$ cat config.mk
export PLATFORM = sky130hd
export DESIGN_NAME = multiword_add_seq
export DESIGN_NICKNAME = d
export VERILOG_FILES = /design/src/rtl/multiword_add_seq.sv
export SDC_FILE = /design/constraint.sdc
export NUM_CORES = 1
export LEC_CHECK = 0
export BUFFER_PORTS_ARGS = -buffer_cell sky130_fd_sc_hd__buf_2
export CORE_AREA = 8 8 80 82
export CTS_CLUSTER_DIAMETER = 50
export DETAILED_ROUTE_END_ITERATION = 8
export DIE_AREA = 0 0 88 90
export PLACE_DENSITY = 0.84
export SLEW_MARGIN = 20
export SYNTH_ARGS = -nofsm -noshare
export SYNTH_HDL_FRONTEND = slang
export SYNTH_SLANG_ARGS = --single-unit
$ cat constraint.sdc
create_clock -name clk -period 8.17 [get_ports clk]
set_clock_uncertainty 0.2 [all_clocks]
set_input_delay 1.2255 -clock clk [delete_from_list [all_inputs] [get_ports clk]]
set_output_delay 1.2255 -clock clk [all_outputs]
set_load 0.1 [all_outputs]
$ cat src/rtl/multiword_add_seq.sv
// multiword_add_seq: W*K-bit add/subtract built from one W-bit CLA stepped over K words, LS word first
module multiword_add_seq #(
    parameter int W = 4,
    parameter int K = 4
) (
    input  logic           clk,
    input  logic           rst,
    input  logic           in_valid,
    output logic           in_ready,
    input  logic           op_sub,
    input  logic           cin,
    input  logic [W*K-1:0] a,
    input  logic [W*K-1:0] b,
    output logic           out_valid,
    input  logic           out_ready,
    output logic [W*K-1:0] sum,
    output logic           cout,
    output logic           ovf
);
    localparam int N  = W * K;
    localparam int IW = K > 1 ? $clog2(K) : 1;

    typedef enum logic [1:0] {IDLE, RUN, DONE} state_t;

    state_t         state, state_nx;
    logic [N-1:0]   a_r, b_r;
    logic           carry;
    logic [IW-1:0]  idx;
    logic [W-1:0]   wa, wb, g, p, ws;
    logic [W:0]     c;
    logic           gg, pp, last;

    // one W-bit carry-look-ahead step on the current word pair and registered carry
    always_comb begin
        wa = a_r[idx*W +: W];
        wb = b_r[idx*W +: W];
        g = wa & wb;
        p = wa ^ wb;
        c = '0;
        c[0] = carry;
        gg = 1'b0;
        pp = 1'b0;
        for (int i = 0; i < W; i++) begin
            gg = g[i];
            pp = p[i];
            for (int j = i - 1; j >= 0; j--) begin
                gg = gg | (pp & g[j]);
                pp = pp & p[j];
            end
            c[i+1] = gg | (pp & carry);
        end
        ws = p ^ c[W-1:0];
        last = idx == IW'(K - 1);
    end

    // state register
    always_ff @(posedge clk) begin
        state <= rst ? IDLE : state_nx;
    end

    // next state and handshake decodes
    always_comb begin
        in_ready = state == IDLE;
        out_valid = state == DONE;
        state_nx = state;
        case (state)
            IDLE: state_nx = in_valid ? RUN : IDLE;
            RUN:  state_nx = last ? DONE : RUN;
            DONE: state_nx = out_ready ? IDLE : DONE;
            default: state_nx = IDLE;
        endcase
    end

    // operand capture on accept, then one result word and carry per RUN cycle
    always_ff @(posedge clk) begin
        if (rst) begin
            a_r <= '0;
            b_r <= '0;
            carry <= 1'b0;
            idx <= '0;
            sum <= '0;
            cout <= 1'b0;
            ovf <= 1'b0;
        end else if (state == IDLE && in_valid) begin
            a_r <= a;
            b_r <= op_sub ? ~b : b;
            carry <= op_sub | cin;
            idx <= '0;
        end else if (state == RUN) begin
            sum[idx*W +: W] <= ws;
            carry <= c[W];
            idx <= idx + IW'(1);
            if (last) begin
                cout <= c[W];
                ovf <= c[W] ^ c[W-1];
            end
        end
    end
endmodule

==> results of run 1 <==
-- tightest hold or removal path, cell delays in order, from the launching register on --
cell and delay, ps:
sky130_fd_sc_hd__dfxtp_1 320, sky130_fd_sc_hd__nand2_1 50, sky130_fd_sc_hd__a21oi_1 50
-- cell families after synthesis --
kind of cell / after synthesis
AOI/OAI and AO/OA: 64
xor gates and xnor gates: 18
adders and majority gates: 11
buffers and inverters: 25
DFF: 55
muxes: 8
and+or+nand+nor: 93
-- path summary, 6_finish.rpt --
path	start	endpoint	slack, ps
worst max register to register	idx[0]$_SDFFE_PP0P_	sum[3]$_SDFFE_PP0P_	5220
worst min-delay path	a_r[12]$_SDFFE_PP0P_	a_r[12]$_SDFFE_PP0P_	260
worst max-delay path	idx[0]$_SDFFE_PP0P_	sum[3]$_SDFFE_PP0P_	5220
worst min register to register	a_r[12]$_SDFFE_PP0P_	a_r[12]$_SDFFE_PP0P_	260
-- synthesized netlist by cell type (all sizes together) (2+ instances only) --
master   n  area share (%)
inv      7            0.97
clkbuf   6            0.83
xnor2   17             5.8
o21ai    3            0.69
a32oi    4             1.3
a21oi   22             4.1
nor2b    2            0.46
nor4b    4             2.3
o31ai    3             1.2
nand2b   2            0.46
a211oi  21             7.8
buf     12             3.3
mux4     8             6.6
nor2    34             4.8
nand3b   7             3.3
a22oi    8             2.2
nand2   38             5.3
or2      2            0.46
ha      10             4.6
dfxtp   55              41
-- report_power, final --
part | internal [mW] | leakage, nW | total, mW | switching, mW
Combinational | 0.0441 | 0.747 | 0.108 | 0.0642
Clock | 0.0914 | 0.0581 | 0.183 | 0.0911
Sequential | 0.282 | 0.450 | 0.295 | 0.0127
Total | 0.418 | 1.25 | 0.586 | 0.168
-- layer usage --
| layer | routed length, um | vias to the layer above | track usage, % |
|---|---|---|---|
| met5 | 0 | - | 0 |
| met4 | 121 | 0 | 5.452 |
| li1 | - | 1052 | - |
| met2 | 2667 | 58 | 23.79 |
| met3 | 343 | 15 | 4.095 |
| met1 | 2539 | 959 | 17.95 |
-- registers in the layout, summed over array words and instances, names as in the netlist --
signal and count:
a_r 16, b_r 16, sum 16, idx 2
state 2, carry 1, cout 1, ovf 1
-- metrics by stage --
| stage | area, um^2 | worst slack [ps] | power, mW |
|---|---|---|---|
| 6_report | 3092 | 5216 | 0.5857 |
| 2_1_floorplan | 2713 | 4896 | 0.3873 |
| 3_5_place_dp | 2977 | 5180 | 0.4097 |
| 3_3_place_gp | 2977 | 5238 | 0.4069 |
| 4_1_cts | 3089 | 5163 | 0.5877 |
| 5_1_grt | 3092 | 4971 | 0.6100 |
-- layout make-up --
cell class                      count  area share (%)
Multi-Input combinational cell    194           47.67
Sequential cell                    55           35.61
Timing Repair Buffer               57           9.308
Tap cell                           72           2.914
Clock buffer                        5           2.226
Clock inverter                      3           1.416
Inverter                            7          0.8499
==> impl.org, run 1 <==
** STA
- Slew of the pin with the lowest slew margin :: 806.3 ps
- Minimum period implied by the final worst setup slack :: 2954 ps
- For this run, the top clock speed supported by timing is 0.3385 GHz.
- Setup repair after global routing missed its margin :: false
- Final period utilization :: 36.16%
- Max Transition Viols Final :: 0
- Worst hold margin :: 263.0 ps
- Slew Limit Headroom :: between 40% and 50%
- Adding up every negative setup slack in the final design gives 0 ps.
- Number of endpoints failing setup at the final stage :: 0
- Fin. Hold Viols :: 0

** Synth
- The synthesized netlist devotes 18.22% of its cell area to simple gates.
- Synth warnings :: 0
- For this run, asynchronously set or reset flops after synthesis account for 0%.
- Measured against the total synthesized area, the mux share comes to 6.642%.
- Area share of fa/ha/maj cells after synthesis :: 5.351%
- #FFs+latches synth :: 55
- Among all flip-flop cells after synthesis, the most frequent one is sky130_fd_sc_hd__dfxtp_1.
- The synthesized netlist occupies a cell area of around 2700 um^2.
- Post-synth EDFFs :: 0
- Post-synthesis area per instance :: 9.900 um^2
- Post-Syn Nets :: 323
- For this run, the register share of the synthesized area comes to 40.59%.
- Synthesized-area fraction occupied by ao, oa, aoi and oai cells :: 18.04%
- Largest family of logic cells by synthesized area :: simple AND/OR/NAND/NOR gates
- The synthesized netlist devotes 6.089% of its cell area to XOR and XNOR gates.
- Counting every instance in the synthesized netlist gives 274.
- Distinct cell type count after synthesis :: 42

** Flow run
- Number of maximum-capacitance constraint violations :: 0

** Critical path
- Standard cell with the maximum stage delay on the critical path :: sky130_fd_sc_hd__dfxtp_1
- Walking the worst path, the cells encountered are mux4_2 -> ha_1 -> a211oi_2 -> o21ai_2 -> xnor2_2 -> o31ai_2.
- Sort of element at the end of the critical path :: flop
- Number of buffer and inverter instances along the worst setup path :: 0
- At the worst endpoint, the arrival time is about 3000 ps.
- Worst reg2reg path depth :: 6
- The kind of cell with the highest combined delay along the critical path is flip-flops.
- Of all nets on the critical path, the largest fanout is 16.
- On the worst path, the slowest cell contributes a delay of around 860 ps.
- Req. time, crit path :: 8200 ps
- Startpoint type of the worst setup path :: flop
- The critical path is of the flop to flop type.
- CP Depth :: 6

** Placement
- Port Buffers :: 57
- Cell total after placement :: 385
- Detailed placement ended at an HPWL of 4285 um.
- Routability-driven placement finished with a final weighted congestion of 0.8088.

** Global routing
- Pin count of the biggest net entering global routing :: 60
- Wire length of the first global-routing pass :: 9501 um
- The number of antenna violations at the first check in global routing is 0.
- Via count of the first global-routing pass :: 2079
- For this run, the total global-route usage over all layers was measured as between 10% and 20%.
- The total overflow left after global routing is 0.

** Final layout
- Once layout is complete, the utilization of the core stands at 59.04%.
- Excluding fillers, the count of instances in the completed layout stands at 393.
- Summing all flip-flop and latch instances after layout gives approximately 1100 um^2.
- Signed area change from the synthesized netlist to the final layout :: 13.98%
- Summing all multi-input logic gate instances after layout gives 1474 um^2.
- The library cell used most frequently in the layout, excluding fill and tap cells, is sky130_fd_sc_hd__buf_2.
- Leaving out fill and tap cells, the most frequent cells in the layout are sky130_fd_sc_hd__buf_2, sky130_fd_sc_hd__dfxtp_1, sky130_fd_sc_hd__nand2_1.
- Number of inserted diodes :: 0
- After filler insertion, the fill cell instance count of the layout stands at approximately 470.
- Proportion of layout cells with a drive suffix above 1 :: 31.46%
- The final layout contains 369 nets.

** CTS
- Clock tree synthesis inserted a total of 5 buffers.
- For the worst-skew pair, the clock arrives at the later sink with an insertion delay of about 310 ps.
- Post-CTS repair changed the size of 0 cells.
- The number of setup buffers added after CTS is 0.
- The longest clock path from root to sink contains 2 buffers.
- Hold buffers post-CTS :: 0
- Clk pin slew, worst setup/hold paths :: 100 ps
- For this design, the sink count on the clock tree is 55.
- Clock tree synthesis selected as its root buffer the cell sky130_fd_sc_hd__clkbuf_8.
- The H-tree was split into 2 levels.
- TritonCTS built the clock tree.

** Floorplan
- Width of the die :: 88 um
- Initial core utilization :: approximately 52%
- The core region is 5236 um^2.
- Area of the die :: roughly 7900 um^2
- The floorplan has 27 rows.
- Total I/O pin count :: 58
- In this run the vertical extent of the chip is 90 um.

** Status
- Status :: finished clean

** Detailed routing
- After detailed routing, the number of remaining DRC violations is 0.
- TritonRoute pass-1 iters :: 4
- ANT nets after route :: 0
- Summed over all layers, the routed wires come to 5671 um.
- Dividing the detail-routed wire length by the instance count gives 14.43 um.
- For this block, the initial DRC count from the detailed router was approximately 110.
- Total via count in the routed design :: roughly 2100
- Mean number of vias per cell :: between 5 and 6

** Hold path
- The path class of the tightest hold or removal check is flop to flop.
- Cell count of the worst hold path :: 2

** Power and ir drop
- Across the VDD grid, the largest voltage drop is 0.0001051 V.
- Pleak :: 1.255 nW
- P per Cell Area :: 189.4 nW/um^2
Power figures use the tool's default switching activity.
==> run 2, diff against run 1 <==
--- a/config.mk
+++ b/config.mk
@@ -5,11 +5,12 @@
 export SDC_FILE = /design/constraint.sdc
 export NUM_CORES = 1
 export LEC_CHECK = 0
+export ABC_AREA = 1
 export BUFFER_PORTS_ARGS = -buffer_cell sky130_fd_sc_hd__buf_2
-export CORE_AREA = 8 8 80 82
+export CORE_AREA = 8 8 79 81
 export CTS_CLUSTER_DIAMETER = 50
 export DETAILED_ROUTE_END_ITERATION = 8
-export DIE_AREA = 0 0 88 90
+export DIE_AREA = 0 0 87 89
 export PLACE_DENSITY = 0.84
 export SLEW_MARGIN = 20
 export SYNTH_ARGS = -nofsm -noshare
==> constraint.sdc (replaced) <==
create_clock -name clk -period 2.8 [get_ports clk]
set_clock_uncertainty 0.2 [all_clocks]
set_input_delay 0.42 -clock clk [delete_from_list [all_inputs] [get_ports clk]]
set_output_delay 0.42 -clock clk [all_outputs]
set_load 0.1 [all_outputs]
==> impl.org, run 2 <==
** Placement
- The global placement routability congestion is 0.9376 (+16%).
- The placed wire-length estimate is 4632 um (+8.1%).
- The number of buffers inserted by port buffering is 57 (unchanged).

** Synth
- Distinct cell type count after synthesis :: 28 (-33%)
- Commonest cells post-synth :: sky130_fd_sc_hd__nor2_1, sky130_fd_sc_hd__dfxtp_1, sky130_fd_sc_hd__o21ai_0
- Prevailing post-synth register cell :: sky130_fd_sc_hd__dfxtp_1
- The fraction of registers with async set or reset after synthesis is 0% (unchanged).
- The largest total area in the synthesized netlist belongs to sky130_fd_sc_hd__dfxtp_1.
- The cell count after synthesis was 345 (+26%).
- After synthesis, the cell types taking the most area are sky130_fd_sc_hd__dfxtp_1, sky130_fd_sc_hd__nor2_1, sky130_fd_sc_hd__o21ai_0.
- The net count of the mapped netlist came to 394 (+22%).
- Share of the synthesized area in the top cell type :: 42.11% (+1.5 points)
- Post-synth EDFFs :: 0 (unchanged)
- The count of synthesis-stage warnings from yosys was 0 (unchanged).
- The post-synthesis instance area was 2615 um^2 (-3.6%).
- Seq/Total Area, Yosys :: 42.11% (+1.5 points)
- #FFs+latches synth :: 55 (unchanged)
- Most frequently used cell type in the post-synthesis netlist :: sky130_fd_sc_hd__nor2_1
- Post-synthesis area per instance :: 7.580 um^2 (-23%)

** Hold path
- The min-delay analysis places its worst path in the category primary input to flop.
- Worst hold path endpoint :: a_r[5]$_SDFFE_PP0P_
- Start point of the worst min-delay path :: a[5]
- The instance count along the most critical hold path came to 3 (+1).

** CTS
- The total clock buffers created by CTS is 5 (unchanged).
- Hold buffers post-CTS :: 0 (unchanged)
- The clock network latency to the later pin of the worst-skew pair is 310 ps (about the same).
- The clock-pin slew on the worst setup and hold paths is 90 ps (about the same).
- The number of resized instances in the post-cts repair step came to 0 (unchanged).
- The deepest level of the CTS H-tree is 2 (unchanged).
- TritonCTS built the clock tree.
- The maximum clock insertion buffer count is 2 (unchanged).
- CTS root buffer :: sky130_fd_sc_hd__clkbuf_8
- Post-CTS setup buffers :: 0 (unchanged)
- The clock sink count was 55 (unchanged).

** Status
- The flow ran to the end, and the final reports show no timing, DRC or antenna violations.

** Final layout
- Number of inserted diodes :: 0 (unchanged)
- In the final layout, the registers with the most flip-flops are a_r (16), b_r (16), sum (16).
- Post-layout util :: 60.73% (+1.7 points)
- Relative to the synthesized area, the layout overhead comes to 15.60%.
- The share of final-layout standard cells stronger than drive strength 1 came to 19.14% (-12 points).
- Net total in the final layout :: 445 (+21%)
- The library cell used most frequently in the layout, excluding fill and tap cells, is sky130_fd_sc_hd__nor2_1.
- Top library cells by usage in the layout, fill and taps aside :: sky130_fd_sc_hd__nor2_1, sky130_fd_sc_hd__buf_2, sky130_fd_sc_hd__dfxtp_1

** STA
- Peak clock frequency supported by timing :: 0.4134 GHz (+22%)
- Slew of the pin with the lowest slew margin :: 772.5 ps (-33.76 ps)
- Setup repair after global routing missed its margin :: false
- The clock period minus worst slack is 2419 ps (-535.0 ps).
- The share of the cycle needed by the critical path after routing came to 86.39% (+50 points).
- Slew Limit Headroom :: 48.44% (+2.3 points)
- The max-slew violation count is 0 (unchanged).
- Fin. Hold Viols :: 0 (unchanged)
- Number of endpoints failing setup at the final stage :: 0 (unchanged)
- The total negative setup slack is 0 ps (unchanged).

** Critical path
- RR Endpoint :: sum[15]$_SDFFE_PP0P_
- Startpoint type of the worst setup path :: flop
- Highest cell delay on the worst timing path :: 370 ps (-490 ps)
- The worst endpoint required time was 2840 ps (-5360 ps).
- The arrival time of data at the critical path endpoint is 2460 ps (-530 ps).
- Sort of element at the end of the critical path :: flop
- The slowest stage of the critical path is the sky130_fd_sc_hd__ha_1 cell.
- The peak fanout along the critical path was 23 (+7).
- The critical path in this run is classified as flop to flop.
- Worst reg2reg path depth :: 13 (+7)
- Minimum setup slack among reg-to-reg paths :: 380 ps (-4830 ps)
- The critical path goes through buf_4 -> o21ai_0 -> o22ai_1 -> ha_1 -> nand2_1 -> nor2_1 -> nor2_1 -> nand2_1 -> nand2_2 -> nand3_1 -> nor2_1 -> nand2_1 -> a21oi_1.
- RR Startpoint :: idx[0]$_SDFFE_PP0P_

** Power and ir drop
- The power density over the cells is 537.5 nW/um^2 (+180%).
- Clock Power Share :: 26.1% (-5.1 points)
- Switching power :: 502.1 uW (+200%)
- Worst voltage drop across the vdd grid :: 0.0003417 V (+220%)
- The static power due to leakage came to 1.293 nW (+3.0%).
- Share of total power in sequential cells :: 52.7% (+2.3 points)
- Sw Ratio :: 30.91% (+2.2 points)
- The design internal power is 1.123 mW (+170%).
- The share of total power in combinational logic was 21.2% (+2.7 points).

** Detailed routing
- The number of vias after detailed routing is 2420 (+16%).
- The residual DRC count came to 0 (unchanged).
- The via density per instance was 5.182 (-2.3%).
- The total wirelength of the detailed-routed design came to 6107 um (+7.7%).
- The average wire length per cell after detail routing was 13.08 um (-9.4%).
- The first-pass iteration count of the detailed router came to 4 (unchanged).
- The number of DRC markers after the initial detailed-route iteration came to 164 (+56%).
- ANT nets after route :: 0 (unchanged)

** Global routing
- Total routing resource utilization after global routing :: 16.93% (+2.2 points)
- The met2 capacity usage during global routing is 28.94% (+5.1 points).
- The via count of the first global-routing pass came to 2475 (+19%).
- Met3 layer usage reported by global route :: 4.504% (+0.41 points)
- The remaining global-route overflow was 0 (unchanged).
- The wire length of the first global-routing pass is 10600 um (+12%).
- The number of antenna violations at the first check in global routing is 0 (unchanged).
- The layer flagged by global routing as most heavily used is met2.
- The met1 track demand over resource was 19.09% (+1.1 points).
- The maximum number of pins on one net before global-route repair is 32 (-47%).

** Floorplan
- The number of rows created at floorplan came to 26 (-3.7%).
- Width of the die :: 87 um (-1.1%)
- The I/O pin count is 58 (unchanged).
- The overall die area is 7743 um^2 (-2.2%).
- Floorplan core area :: 4977 um^2 (-4.9%)
- Y dimension of the die :: 89 um (-1.1%)
- Initial core utilization :: 52.54% (+0.73 points)

** Flow run
- The number of max-cap violations is 0 (unchanged).
## run 2: changes by cell type in the layout (fill, tap and decap cells not counted), moves of 5 or more
| cell | delta |
|---|---|
| sky130_fd_sc_hd__o21ai_0 | +45 |
| sky130_fd_sc_hd__nor2_1 | +35 |
| sky130_fd_sc_hd__nand3_1 | +20 |
| sky130_fd_sc_hd__inv_1 | +12 |
| sky130_fd_sc_hd__a211oi_2 | -11 |
| sky130_fd_sc_hd__mux4_2 | -8 |
| sky130_fd_sc_hd__o22ai_1 | +7 |
| sky130_fd_sc_hd__a21oi_1 | -5 |
| sky130_fd_sc_hd__a22oi_1 | -5 |
| sky130_fd_sc_hd__nand2_1 | +5 |
## run 2: final cells by class
class / instances / area (um^2)
Sequential cell: 55 / 1101
Multi-Input combinational cell: 254 / 1363
Timing Repair Buffer: 62 / 322.8
Tap cell: 70 / 87.58
Fill cell: 450 / 1954
Inverter: 18 / 67.56
Clock buffer: 7 / 76.32
Clock inverter: 1 / 5.005
## run 2: cells by family (layout without fill, tap and decap cells)
family	after synthesis	count (layout)	share of synthesized area, %
AND/OR/NAND/NOR	141	141	23.06
flip-flops	55	55	42.11
buffers and inverters	36	88	5.789
adder cells (fa/ha/maj)	11	11	5.550
XOR/XNOR	17	17	5.694
AO/OA/AOI/OAI	85	85	17.80
## run 2: power by group through the flow
stage          combinational [mW]  sequential (mW)  clock (mW)
3_5_place_dp                0.342            0.875           0
2_1_floorplan               0.224            0.905           0
6_report                    0.344            0.856       0.424
5_1_grt                     0.389            0.862       0.464
3_3_place_gp                0.332            0.874           0
4_1_cts                     0.343            0.856       0.434
## run 2: worst max path at each step
stage | from | to | slack [ps]
2_1_floorplan | state[1]$_SDFF_PP0_ | b_r[1]$_SDFFE_PP0P_ | 80
3_3_place_gp | idx[0]$_SDFFE_PP0P_ | sum[7]$_SDFFE_PP0P_ | 560
4_1_cts | idx[0]$_SDFFE_PP0P_ | sum[15]$_SDFFE_PP0P_ | 440
3_5_place_dp | idx[0]$_SDFFE_PP0P_ | sum[15]$_SDFFE_PP0P_ | 470
6_report | idx[0]$_SDFFE_PP0P_ | sum[15]$_SDFFE_PP0P_ | 380
5_1_grt | idx[0]$_SDFFE_PP0P_ | sum[7]$_SDFFE_PP0P_ | 90
## run 2: per-stage QoR
| stage | area (um^2) | hold WS (ps) | setup slack [ps] | power (mW) | cells |
|---|---|---|---|---|---|
| after floorplan | 2615 | 247.7 | 77.95 | 1.129 | 345 |
| after global placement | 2942 | 248.7 | 562.9 | 1.206 | 459 |
| after detailed placement | 2942 | 250.8 | 471.9 | 1.217 | 459 |
| after CTS | 3023 | 148.7 | 437.9 | 1.633 | 467 |
| after global routing | 3023 | 159.4 | 86.33 | 1.714 | 467 |
| final | 3023 | 151.3 | 381.1 | 1.625 | 467 |
## run 2: worst max-delay path, delay by kind of cell, from the launching register on
family / cells / cell delay (ps)
DFF: 1 / 320
adders and majority gates: 1 / 370
buffers and inverters: 1 / 200
and+or+nand+nor: 8 / 780
AOI/OAI and AO/OA: 3 / 470
## run 2: metal layers
metal	part of all wire (%)	vias up
met5	0	-
met4	2.7	0
met3	7.2	15
met2	48	85
met1	42	1076
li1	-	1244
